==> src/rtl/i2s_rx_deser.sv <==
// I2S serial receiver: deserialises WS-framed words onto a valid/ready port.
// Frame geometry and bit order are latched at each WS edge; flags are sticky.
module i2s_rx_deser (
   input  logic        clk_i,
   input  logic        rst_i,
   input  logic        en_i,
   input  logic        ws_i,
   input  logic        sd_i,
   input  logic [4:0]  cfg_word_size_i,
   input  logic [2:0]  cfg_word_num_i,
   input  logic        cfg_lsb_first_i,
   output logic [31:0] data_o,
   output logic [2:0]  word_idx_o,
   output logic        valid_o,
   input  logic        ready_i,
   output logic        overflow_o,
   output logic        frame_err_o,
   input  logic        clr_err_i
);

   typedef enum logic [1:0] {
      IDLE    = 2'd0,
      WAIT_WS = 2'd1,
      SHIFT   = 2'd2
   } state_t;

   state_t      state_q;
   logic        ws_q;
   logic [4:0]  bit_cnt_q;
   logic [2:0]  word_cnt_q;
   logic [4:0]  size_q;
   logic [2:0]  num_q;
   logic        lsb_q;
   logic [31:0] shift_q;
   logic [31:0] data_q;
   logic [2:0]  idx_q;
   logic        valid_q;
   logic        ovf_q;
   logic        ferr_q;

   logic        ws_edge;
   logic        start;
   logic        shifting;
   logic        last_bit;
   logic        word_done;
   logic        mid_err;
   logic [31:0] shift_d;

   always_comb begin
      ws_edge   = ws_i ^ ws_q;
      start     = en_i && ws_edge && (state_q != IDLE);
      shifting  = en_i && (state_q == SHIFT);
      last_bit  = (bit_cnt_q == size_q);
      word_done = shifting && last_bit;
      // A WS edge exactly on a word boundary is a legal frame restart.
      mid_err   = shifting && ws_edge && !last_bit && (bit_cnt_q != 5'd0);
      if (lsb_q) begin
         shift_d = shift_q | (32'(sd_i) << bit_cnt_q);
      end else begin
         shift_d = {shift_q[30:0], sd_i};
      end
   end

   always_ff @(posedge clk_i or posedge rst_i) begin
      if (rst_i) begin
         state_q    <= IDLE;
         ws_q       <= 1'b0;
         bit_cnt_q  <= 5'd0;
         word_cnt_q <= 3'd0;
         size_q     <= 5'd0;
         num_q      <= 3'd0;
         lsb_q      <= 1'b0;
         shift_q    <= 32'd0;
         data_q     <= 32'd0;
         idx_q      <= 3'd0;
         valid_q    <= 1'b0;
         ovf_q      <= 1'b0;
         ferr_q     <= 1'b0;
      end else begin
         ws_q <= ws_i;

         if (word_done && (!valid_q || ready_i)) begin
            data_q  <= shift_d;
            idx_q   <= word_cnt_q;
            valid_q <= 1'b1;
         end else if (valid_q && ready_i) begin
            valid_q <= 1'b0;
         end

         if (word_done && valid_q && !ready_i) begin
            ovf_q <= 1'b1;
         end else if (clr_err_i) begin
            ovf_q <= 1'b0;
         end

         if (mid_err) begin
            ferr_q <= 1'b1;
         end else if (clr_err_i) begin
            ferr_q <= 1'b0;
         end

         if (!en_i) begin
            state_q    <= IDLE;
            bit_cnt_q  <= 5'd0;
            word_cnt_q <= 3'd0;
            shift_q    <= 32'd0;
         end else if (start) begin
            state_q    <= SHIFT;
            size_q     <= cfg_word_size_i;
            num_q      <= cfg_word_num_i;
            lsb_q      <= cfg_lsb_first_i;
            bit_cnt_q  <= 5'd0;
            word_cnt_q <= 3'd0;
            shift_q    <= 32'd0;
         end else begin
            unique case (state_q)
               IDLE: begin
                  state_q <= WAIT_WS;
               end
               WAIT_WS: begin
               end
               SHIFT: begin
                  if (last_bit) begin
                     shift_q   <= 32'd0;
                     bit_cnt_q <= 5'd0;
                     if (word_cnt_q == num_q) begin
                        word_cnt_q <= 3'd0;
                        state_q    <= WAIT_WS;
                     end else begin
                        word_cnt_q <= word_cnt_q + 3'd1;
                     end
                  end else begin
                     shift_q   <= shift_d;
                     bit_cnt_q <= bit_cnt_q + 5'd1;
                  end
               end
               default: begin
                  state_q <= IDLE;
               end
            endcase
         end
      end
   end

   assign data_o      = data_q;
   assign word_idx_o  = idx_q;
   assign valid_o     = valid_q;
   assign overflow_o  = ovf_q;
   assign frame_err_o = ferr_q;

endmodule

==> config.mk <==
export PLATFORM = sky130hd
export DESIGN_NAME = i2s_rx_deser
export DESIGN_NICKNAME = d
export VERILOG_FILES = /design/src/rtl/i2s_rx_deser.sv
export SDC_FILE = /design/constraint.sdc
export NUM_CORES = 1
export LEC_CHECK = 0
export CAP_MARGIN = 30
export CORE_ASPECT_RATIO = 0.6
export CORE_MARGIN = 1
export CORE_UTILIZATION = 45
export CTS_CLUSTER_DIAMETER = 30
export DETAILED_ROUTE_END_ITERATION = 8
export PLACE_DENSITY = 0.65
export SLEW_MARGIN = 20
export SYNTH_ARGS = -nofsm -noshare
export SYNTH_HDL_FRONTEND = slang
export SYNTH_SLANG_ARGS = --single-unit
==> constraint.sdc <==
create_clock -name clk_i -period 6.26 [get_ports clk_i]
set_input_delay 0.939 -clock clk_i [delete_from_list [all_inputs] [get_ports clk_i]]
set_output_delay 0.939 -clock clk_i [all_outputs]
set_load 0.01 [all_outputs]
* After elaboration in Yosys (flattened, before gate mapping)
Index checks and enable logic that the tools add are counted.
** Storage, ports and cells
- Register bits after elaboration :: 90
- Bits of input ports :: 16
- Word-level logic and storage cells :: 75
** Operators by class
- Bitwise gates (word level) :: 2
- Reduce and logical (&&, ||, !) cells :: 24
- $add $sub $neg :: 2
- Equality and inequality tests :: 9
- Mux-type cells :: 24
- Shift operators :: 1
** Operator list (count)
- two-way mux 32 bit :: 5
- bitwise OR 32 bit :: 1
- << shifter 1 x 5 -> 32 bit :: 1
- two-way mux 5 bit :: 4
- two-way mux 3 bit :: 5
- logical AND 1 bit :: 11
- two-way mux 2 bit :: 4
- nonzero test 2 bit :: 4
- != test 3 x 1 -> 1 bit, second input constant :: 2
- case mux 2 bit (3 select lines) :: 1
- adder 5 x 1 -> 5 bit, second input constant :: 1
- equality test 5 bit :: 1
- two-way mux 1 bit :: 5
- nonzero test 5 bit :: 1
- != test 4 x 3 -> 1 bit, second input constant :: 1
- != test 4 bit, second input constant :: 1
- AND reduction 2 bit :: 2
- adder 3 x 1 -> 3 bit, second input constant :: 1
- equality test 3 bit :: 1
- zero test 1 bit :: 3
- != test 3 bit, second input constant :: 1
- AND reduction 3 bit :: 1
- equality test 2 x 1 -> 1 bit, second input constant :: 1
- equality test 2 bit, second input constant :: 1
- 3 further kinds :: 3

* Longest topological paths before layout
- Depth after elaboration :: 7
- Depth in mapped cells :: 8
- Mapped depth without buffers :: 4

* Worst setup path after synthesis
OpenSTA, ideal clock, no wires.
- Path kind :: in2reg
- Start :: input port ws_i
- End :: register shift_q[10]
- Path buffers :: 1
- Library setup time :: 68 ps
- Cell stages on the path :: 5
- Path slack :: 4236 ps
- Data required time :: 6192 ps
- Arrival :: 1957 ps
- Cells stage by stage :: xnor2_1 > o21ai_0 > nor2_1 > clkbuf_1 > a32o_1
** On the way
- Longest elaborated chain between the ends :: 5
** RTL lines
- start, declared :: line 7 : input logic ws_i,
- XOR 1 bit (*) :: line 50 : ws_edge = ws_i ^ ws_q;
- logical AND 1 bit (*) (2 in a row) :: line 51 : start = en_i && ws_edge && (state_q != IDLE);
- two-way mux 32 bit :: line 107 : end else if (start) begin
- two-way mux 32 bit :: line 102 : if (!en_i) begin
- end signal, assigned :: line 133 : shift_q <= shift_d;
- end, declared :: line 34 : logic [31:0] shift_q;
Every way passes the cells marked *; elsewhere a longest branch is shown, timed or not.
A chain may end at the register's enable or synchronous reset.

* Final worst setup path
- Start :: input port en_i
- End :: register data_q[17] (netlist: data_o[17])
** On the way
- Longest elaborated chain between the ends :: 3
** RTL lines
- start, declared :: line 6 : input logic en_i,
- logical AND 1 bit :: line 52 : shifting = en_i && (state_q == SHIFT);
- logical AND 1 bit :: line 54 : word_done = shifting && last_bit;
- logical AND 1 bit :: line 82 : if (word_done && (!valid_q || ready_i)) begin
- end signal, assigned :: line 83 : data_q <= shift_d;
- end, declared :: line 35 : logic [31:0] data_q;
No other way between the ends.

==> impl_metrics.ini <==
[setup_path]
worst_setup_path_end_kind = flip-flop
crit_path_start_kind = input pin
cp_max_fo = 35
path_class = in2reg
r2r_cells = 5
cp.arrival_ps = 2880
crit_required_ps = 6480

[place]
portBuffers = 53
gp_congestion = 0.791
dpl.cell_count = 564
dp_hpwl_microns = 6590

[routing]
avgRoutedWirePerCell_microns = 17.1
avgViaCountPerCell = 5.61
dr_wl_met2_microns = 4320
wl_microns = 9910
ant_nets = 0
drc_errors = 0
wl_met3_microns = 627
drt-initial-drc-count = 253
wl_met1_microns = 4870
first_pass_iters = 4
vias = 3256
top_layer = met4

[sta]
finalHoldViolCount = 0
rsz0062_at_grt = false
finalClockSkew_ps = 7.66
setup_viol = 0
fmaxAchievable_mhz = 376
drv_slew = 0
slew_headroom_pct = 40.5
setup-tns-final_ps = 0
fin_crit_ps = 2660
period_share_pct = 42.5
worstMarginPinSlew_ps = 892
holdWs_ps = 497

[floorplan]
core-area_sq_mm = 0.00936
die-area_sq_mm = 0.0102
die_h_microns = 78.8
fp.dieW_microns = 130
io_pins = 54
initial_core_util_pct = 47.3
rows = 27

[logic_synthesis]
synth-seq-cells = 90
async_reset_ff_share_pct = 100
synth_top_area_share_pct = 50.9
ys.flop_type = dfrtp_1
synthesis.nets = 425
syn_inst = 406
syn_area_sq_mm = 0.00442
ys_top_cells_by_area = dfrtp_1 (51%), a21oi_1 (6.3%), mux2_4 (6.1%), a32o_1 (4.5%), mux2_2 (3.6%)
yosysTopAreaCell = dfrtp_1
synth_area_per_cell_sq_um = 10.9
synth-edff-count = 0
yosysSeqAreaShare_pct = 50.9
synth.distinct_cells = 44
yosysWarnings = 0

[final_layout]
layout.nets = 465
fillers = 795
syn2layout_area_growth_pct = 19.9
layout.cells.non_filler = 580
drive_gt1_share_pct = 13.1
antennaDiodeCount = 0
final_util_pct = 56.7

[clock_tree]
clk_pin_slew_ps = 60
ctsHtreeMaxLevel = 3
post_cts_buffers = 0
cts.sinks = 90
cts-resized-gates = 0
cts_buffer_depth = 2
tritoncts = yes
cts_made_buffers = 9
cts-root-buf = clkbuf_16
insertion_delay_ps = 340
hold_buffers = 0

[power]
powerDensity_mw_per_mm2 = 362
p_leak_nw = 2.28
vdd_drop_max_v = 0.000195

[global_route]
grt_pass1_vias = 3168
antenna_found_initial = 0
grt_max_degree = 66
grt_pass1_wl_microns = 16700
grt_usage_pct = 21.5
grt_overflow = 0

[worst_hold_path]
holdPathStages = 1
worst_hold_path_type = reg2reg

[run]
cap_violations = 0

[outcome]
status = finished, final reports clean
-- through the flow --
stage	power [mW]	instance area [sq um]	setup slack (ps)
final	1.92	5300	3600
after global routing	2.04	5300	3430
after CTS	1.93	5300	3610
after detailed placement	1.40	5010	3260
after global placement	1.38	4970	3250
after floorplan	1.16	4420	2990
-- worst paths after layout --
kind,to,slack (ps),start
min,shift_q[31],500,shift_q[31]
max reg2reg,data_o[17],3600,bit_cnt_q[1]
max,data_o[17],3600,en_i
min reg2reg,shift_q[31],500,shift_q[31]
min in group asynchronous,data_o[20],810,rst_i
max in group asynchronous,size_q[4],4540,rst_i
-- cells in the mapped netlist, types with 2 or more instances --
cell       instances
dfrtp_1           90
a21oi_1           56
nor2_1            38
clkbuf_1          22
nand2_1           21
a32o_1            20
inv_1             19
mux2_4            18
o21ai_0           16
mux2_2            14
a21o_1            12
mux2i_1           12
xnor2_1            7
nor3_1             6
buf_6              4
and4b_1            3
and4bb_2           3
buf_2              3
ha_1               3
nand3_1            3
nor2b_1            3
o211ai_1           3
o2bb2ai_1          3
and4_1             2
buf_12             2
nand2b_1           2
o31ai_1            2
or2_1              2
xor2_1             2
-- routing by layer --
metal | global-route usage [%] | vias to the layer above
met4 | 7.67 | 0
met3 | 5.05 | 12
met1 | 31.5 | 1623
met5 | 0 | -
li1 | - | 1518
met2 | 31.0 | 103
-- cell type report --
type	count	area, sq um	area share (%)
Timing Repair Buffer	61	618	11.7
Clock buffer	12	246	4.65
Multi-Input combinational cell	265	1910	36.0
Inverter	19	72.6	1.37
Clock inverter	3	40.0	0.755
Tap cell	130	163	3.07
Sequential cell	90	2250	42.5
-- state kept, by name, summed over array words and instances, names as in the netlist --
| name | count |
|---|---|
| bit_cnt_q | 5 |
| data_o | 32 |
| frame_err_o | 1 |
| lsb_q | 1 |
| num_q | 3 |
| overflow_o | 1 |
| shift_q | 32 |
| size_q | 5 |
| state_q | 2 |
| valid_o | 1 |
| word_cnt_q | 3 |
| word_idx_o | 3 |
| ws_q | 1 |
-- critical path, stage by stage --
cell	delay [ps]
clkdlybuf4s50_1	550
nand2_1	160
nor4b_4	240
buf_4	570
mux2_2	400
-- where the power goes --
part           internal, mW  switching, mW
logic                 0.302          0.333
clock network         0.317          0.212
registers             0.685         0.0707
total                  1.30          0.616
-- cell usage in the layout, fill, tap and decap left out, types with 2 or more instances in the layout --
master	n
a21o_1	12
a21oi_1	56
a32o_1	20
and4_1	2
and4b_1	3
and4bb_2	3
buf_4	5
clkbuf_1	2
clkbuf_16	9
clkdlybuf4s50_1	53
clkinv_2	3
dfrtp_1	90
ha_1	3
inv_1	18
mux2_2	14
mux2_4	18
mux2i_1	12
nand2_1	21
nand2b_1	2
nand3_1	3
nor2_1	38
nor2b_1	3
nor3_1	6
o211ai_1	3
o21ai_0	16
o2bb2ai_1	3
o31ai_1	2
or2_1	2
xnor2_1	7
xor2_1	2
-- cells by family (layout without fill, tap and decap cells) --
group                    after synthesis  in the layout  share of synthesized area [%]
AND/OR/NAND/NOR                       88             88                           10.2
adder cells (fa/ha/maj)                3              3                          0.849
AO/OA/AOI/OAI                        120            120                           17.6
XOR/XNOR                              10             10                           2.15
multiplexers                          44             44                           12.4
buffers and inverters                 51             95                           5.83
flip-flops                            90             90                           50.9
Power figures use the tool's default switching activity.
